<file path="config.mk">
export PLATFORM = sky130hd
export DESIGN_NAME = load_store_unit
export DESIGN_NICKNAME = d
export VERILOG_FILES = /design/src/rtl/load_store_unit.sv
export SDC_FILE = /design/constraint.sdc
export NUM_CORES = 1
export LEC_CHECK = 0
export CAP_MARGIN = 25
export CORE_MARGIN = 4
export CORE_UTILIZATION = 47
export DETAILED_ROUTE_END_ITERATION = 10
export HOLD_SLACK_MARGIN = 0.02
export PLACE_DENSITY = 0.85
export SLEW_MARGIN = 10
export SYNTH_ARGS = -nofsm -noshare
export SYNTH_HDL_FRONTEND = slang
export SYNTH_SLANG_ARGS = --single-unit
</file>
<file path="constraint.sdc">
create_clock -name clk -period 5.5 [get_ports clk]
set_clock_uncertainty 0.2 [all_clocks]
set_input_delay 0.55 -clock clk [delete_from_list [all_inputs] [get_ports clk]]
set_output_delay 0.55 -clock clk [all_outputs]
set_load 0.1 [all_outputs]
</file>
<file path="src/rtl/load_store_unit.sv">
// RV32I load/store stage: turns an ALU effective address plus rs2 into one
// req/gnt/rvalid data-memory access with byte-lane steering and load extension.
module load_store_unit #(
  parameter int ADDR_W = 32,
  parameter int DATA_W = 32
) (
  input  logic              clk,
  input  logic              rst,
  input  logic              req_valid,
  output logic              req_ready,
  input  logic              req_we,
  input  logic [2:0]        req_funct3,
  input  logic [ADDR_W-1:0] req_addr,
  input  logic [DATA_W-1:0] req_wdata,
  output logic              rsp_valid,
  output logic [DATA_W-1:0] rsp_rdata,
  output logic              rsp_misalign,
  output logic              rsp_illegal,
  output logic              mem_req,
  output logic              mem_we,
  output logic [ADDR_W-1:0] mem_addr,
  output logic [3:0]        mem_be,
  output logic [DATA_W-1:0] mem_wdata,
  input  logic              mem_gnt,
  input  logic              mem_rvalid,
  input  logic [DATA_W-1:0] mem_rdata
);

  typedef enum logic [1:0] {
    IDLE,
    REQ,
    WAIT,
    RESP
  } state_t;

  state_t state_q, state_d;

  logic              we_q;
  logic [2:0]        funct3_q;
  logic [ADDR_W-1:0] addr_q;
  logic [DATA_W-1:0] wdata_q;
  logic              illegal_c, misalign_c;
  logic              accept;
  logic [3:0]        be_c;
  logic [DATA_W-1:0] wdata_c;
  logic [DATA_W-1:0] load_c;
  logic [7:0]        byte_sel;
  logic [15:0]       half_sel;

  assign accept = (state_q == IDLE) && req_valid;

  // Illegal funct3 wins over misalignment so only one error flag is ever raised.
  always_comb begin
    illegal_c  = 1'b1;
    misalign_c = 1'b0;
    case (req_funct3)
      3'b000, 3'b001, 3'b010: illegal_c = 1'b0;
      3'b100, 3'b101:         illegal_c = req_we;
      default:                illegal_c = 1'b1;
    endcase
    if (!illegal_c) begin
      case (req_funct3[1:0])
        2'b01:   misalign_c = req_addr[0];
        2'b10:   misalign_c = |req_addr[1:0];
        default: misalign_c = 1'b0;
      endcase
    end
  end

  always_comb begin
    state_d = state_q;
    case (state_q)
      IDLE: if (req_valid) state_d = (illegal_c || misalign_c) ? RESP : REQ;
      REQ:  if (mem_gnt) state_d = we_q ? RESP : WAIT;
      WAIT: if (mem_rvalid) state_d = RESP;
      RESP: state_d = IDLE;
      default: state_d = IDLE;
    endcase
  end

  always_ff @(posedge clk or posedge rst) begin
    if (rst) state_q <= IDLE;
    else     state_q <= state_d;
  end

  // Request fields are frozen at accept so mem_* stay stable through a slow grant.
  always_ff @(posedge clk or posedge rst) begin
    if (rst) begin
      we_q         <= 1'b0;
      funct3_q     <= 3'b000;
      addr_q       <= '0;
      wdata_q      <= '0;
      rsp_rdata    <= '0;
      rsp_misalign <= 1'b0;
      rsp_illegal  <= 1'b0;
    end else if (accept) begin
      we_q         <= req_we;
      funct3_q     <= req_funct3;
      addr_q       <= req_addr;
      wdata_q      <= req_wdata;
      rsp_rdata    <= '0;
      rsp_misalign <= misalign_c;
      rsp_illegal  <= illegal_c;
    end else if (state_q == WAIT && mem_rvalid) begin
      rsp_rdata    <= load_c;
    end
  end

  always_comb begin
    be_c    = 4'b1111;
    wdata_c = wdata_q;
    case (funct3_q[1:0])
      2'b00: begin
        be_c    = 4'b0001 << addr_q[1:0];
        wdata_c = {4{wdata_q[7:0]}};
      end
      2'b01: begin
        be_c    = addr_q[1] ? 4'b1100 : 4'b0011;
        wdata_c = {2{wdata_q[15:0]}};
      end
      default: begin
        be_c    = 4'b1111;
        wdata_c = wdata_q;
      end
    endcase
  end

  assign byte_sel = mem_rdata[{addr_q[1:0], 3'b000} +: 8];
  assign half_sel = mem_rdata[{addr_q[1], 4'b0000} +: 16];

  always_comb begin
    load_c = mem_rdata;
    case (funct3_q)
      3'b000:  load_c = {{24{byte_sel[7]}}, byte_sel};
      3'b001:  load_c = {{16{half_sel[15]}}, half_sel};
      3'b100:  load_c = {24'd0, byte_sel};
      3'b101:  load_c = {16'd0, half_sel};
      default: load_c = mem_rdata;
    endcase
  end

  // Memory-side outputs are forced to zero outside REQ so idle/reset looks clean.
  assign req_ready = (state_q == IDLE);
  assign rsp_valid = (state_q == RESP);
  assign mem_req   = (state_q == REQ);
  assign mem_we    = mem_req & we_q;
  assign mem_addr  = mem_req ? {addr_q[ADDR_W-1:2], 2'b00} : '0;
  assign mem_be    = mem_req ? be_c : 4'b0000;
  assign mem_wdata = mem_req ? wdata_c : '0;

endmodule

</file>
==> key figures <==
Setup path
  – Worst setup SP type: flip-flop
  – Cell Chain, Critical Path: inv_1 -> ha_1 -> buf_8 -> and2_1 -> clkdlybuf4s50_1
  – FF-to-FF End: rsp_rdata[28]$_DFFE_PP0P_
  – R2r startpoint: state_q[0]$_DFFE_PP0P_
  – CP Capture Type: output port
  – Flop-to-flop setup slack: 2440 ps
  – Family with the most delay on the worst path: buffers and inverters
  – CP Max Fanout: 30
  – CP bufs+invs: 3
  – Reg2Reg Depth: 7
  – Worst path max stage delay: about 1200 ps
  – CP Launch Point: state_q[1]$_DFFE_PP0P_
  – WP data arrival: 2970 ps
  – Max stage delay cell, worst path: clkdlybuf4s50_1
  – WP data required: about 4800 ps
  – Setup CP Type: reg -> out

Routing
  – Met1 WL: approximately 6.0 mm
  – Met3 WL: around 1.4 mm
  – Via count: ~4,500
  – Detailed Route Iter0 Violations: 382
  – Vias per cell: roughly 5.5
  – Highest metal used: met4
  – DR WL met2: 7.82 mm
  – DRT Pass-1 Iters: 5
  – Final WL: 15.3 mm
  – Routed len/inst: roughly 19 µm
  – DRC violations left: 0
  – Final ANT Viol Nets: 0

Clocking
  – Setup bufs post-CTS: 0
  – Clock root cell: clkbuf_8
  – CTS-repair resized insts: 0
  – Clk Latency, worst-skew pair: 360 ps
  – Clock Pin Slew Worst Setup and Hold Paths: approximately 100 ps
  – Hold buffer count at cts: 0
  – CTS HTree Levels: 3
  – Clock sinks: 104
  – TritonCTS clock tree: yes
  – CTS Buffer Depth: 2
  – Inserted Clock Buffers: 9

Hold path
  – Hold depth: 2
  – Worst hold path type: reg -> reg
  – Hold Startpoint: rsp_rdata[4]$_DFFE_PP0P_
  – Hold endpoint: rsp_rdata[4]$_DFFE_PP0P_

Yosys
  – Post-synth EDFFs: 0
  – Synth Warn #: 0
  – Number of distinct library cells after synthesis: 38
  – Yosys reg bits: ~100
  – Netlist Area Pre-Place: about 0.0052 mm²
  – Seq/Total Area, Yosys: 0.496
  – Syn Inst Count: slightly below 500
  – Ys async rst share: 1.00
  – Synth Flop Type: dfrtp_1
  – Synth Area per Inst: 10.9 µm²

Timing
  – Setup violations, final: 0
  – Final hold violations: 0
  – Period utilisation layout: 0.677
  – RSZ-0062 raised after global routing: no
  – Min Clock Period, post-route: between 3000 and 4000 ps
  – Fmax: around 270 MHz
  – Slew headroom: 0.305
  – Pins Over Slew Limit: 0
  – Fin Setup TNS: 0 ps
  – Worst-Margin Slew: about 1000 ps

Placed design
  – Final GP Congestion: about 0.84
  – Port bufs: 208
  – Dpl hpwl: between 10 and 15 mm
  – Placed cells: 801

Global route
  – GR Overflow Total: 0
  – Largest net degree at the start of global routing: 63
  – First-pass GRT wire length: 24.5 mm
  – Initial antenna violation count: 0
  – GRT Overall Usage: 0.238
  – Vias in the first global route: 4,641

Floorplan
  – Io pins: around 210
  – Die ar.: around 0.013 mm²
  – Core ar.: 0.0109 mm²
  – Die H: about 110 µm
  – Starting Density: 0.482
  – Std cell rows: 38
  – Die Wd: 114 µm

Job
  – Max Cap Viol: 0

Finish
  – Fin cells: just over 800
  – Ratio of cells with drive above 1 in the final layout: 0.178
  – Seq. cell area: 0.00260 mm²
  – Fin nets: about 800
  – FILL cells: between 800 and 900
  – Antenna diodes: 0
  – Multi-input logic area: around 0.0025 mm²
  – Layout Area Growth over Synthesis: 43.9%

Status
  – Outcome: completed
-- Yosys cell counts (3+ instances only) --
cell	number	area share
dfrtp_1	104	0.50
mux2_2	65	0.14
and2_1	40	0.048
nor2_1	35	0.025
nand2_1	32	0.023
o21ai_0	32	0.031
a21oi_1	27	0.026
mux2i_1	24	0.046
clkbuf_1	21	0.015
a221o_1	16	0.031
inv_1	12	0.0086
nand2b_1	11	0.013
ha_1	8	0.019
a32o_1	7	0.013
o211ai_1	7	0.010
or3_1	7	0.0084
buf_2	6	0.0057
buf_1	4	0.0029
buf_4	3	0.0043
-- kinds of logic (layout without fill, tap and decap cells) --
kind of cell	Yosys count	after routing	share of synthesized area
AND/OR/NAND/NOR	131	131	0.124
multiplexers	89	89	0.185
other	1	2	0.000715
flip-flops	104	104	0.496
AO/OA/AOI/OAI	103	103	0.136
buffers and inverters	47	242	0.0387
adder cells (fa/ha/maj)	8	8	0.0191
-- registers in the layout (all words and copies together) (netlist names) --
| register | flops |
|---|---|
| wdata_q | 32 |
| rsp_misalign | 1 |
| rsp_rdata | 32 |
| addr_q | 32 |
| state_q | 2 |
| rsp_illegal | 1 |
| we_q | 1 |
| funct3_q | 3 |
-- worst reg2reg max path: stages (launching register included) --
cell and delay [ps]:
dfrtp_1 450, inv_1 110, ha_1 270, nand2_2 80, buf_4 590, nand3_1 260
a2111oi_4 800, a221o_1 240
-- routing by layer --
metal,track usage,vias to the layer above
met5,0,-
met2,0.408,180
li1,-,2079
met4,0.0601,0
met1,0.294,2195
met3,0.0743,16
-- cells in the final DEF, fill, tap and decap left out, types with 2 or more instances in the layout --
| cell type | count |
|---|---|
| clkdlybuf4s50_1 | 180 |
| dfrtp_1 | 103 |
| inv_1 | 11 |
| nor2b_1 | 2 |
| mux2_2 | 65 |
| nand2b_1 | 11 |
| a21oi_1 | 26 |
| nand2_1 | 31 |
| nor2_1 | 35 |
| o31ai_1 | 2 |
| a221o_1 | 16 |
| ha_1 | 8 |
| clkbuf_1 | 2 |
| a31oi_1 | 2 |
| conb_1 | 2 |
| buf_4 | 32 |
| clkbuf_8 | 9 |
| clkinvlp_4 | 2 |
| or3_1 | 7 |
| a32o_1 | 7 |
| o21ai_0 | 32 |
| and2_1 | 40 |
| o211ai_1 | 7 |
| mux2i_1 | 24 |
-- final cells by class --
type / instances / area share
Sequential cell: 104 / 0.345
Multi-Input combinational cell: 333 / 0.325
Timing Repair Buffer: 214 / 0.275
Tap cell: 140 / 0.0232
Clock buffer: 11 / 0.0174
Clock inverter: 5 / 0.00779
Inverter: 12 / 0.00630
-- worst max-delay path by stage --
stage,endpoint,cells past startpoint
2_1_floorplan,mem_wdata[15],6
3_3_place_gp,mem_be[1],5
3_5_place_dp,mem_addr[2],5
4_1_cts,mem_addr[2],5
5_1_grt,mem_addr[2],5
6_report,mem_addr[2],5
-- per-stage QoR --
step           setup slack [ps]  instance area, µm²  hold slack (ps)  utilization
6_report                   1780                7550              293        0.693
5_1_grt                    1650                7550              311        0.693
4_1_cts                    1740                7520              297        0.691
3_5_place_dp               2160                7330              275        0.673
3_3_place_gp               1770                7310              261        0.672
2_1_floorplan              1360                5250              271            -
Power is left out: the tool's default activity adds up to more than one toggle a clock period on the data nets, which glitch-free logic cannot reach.
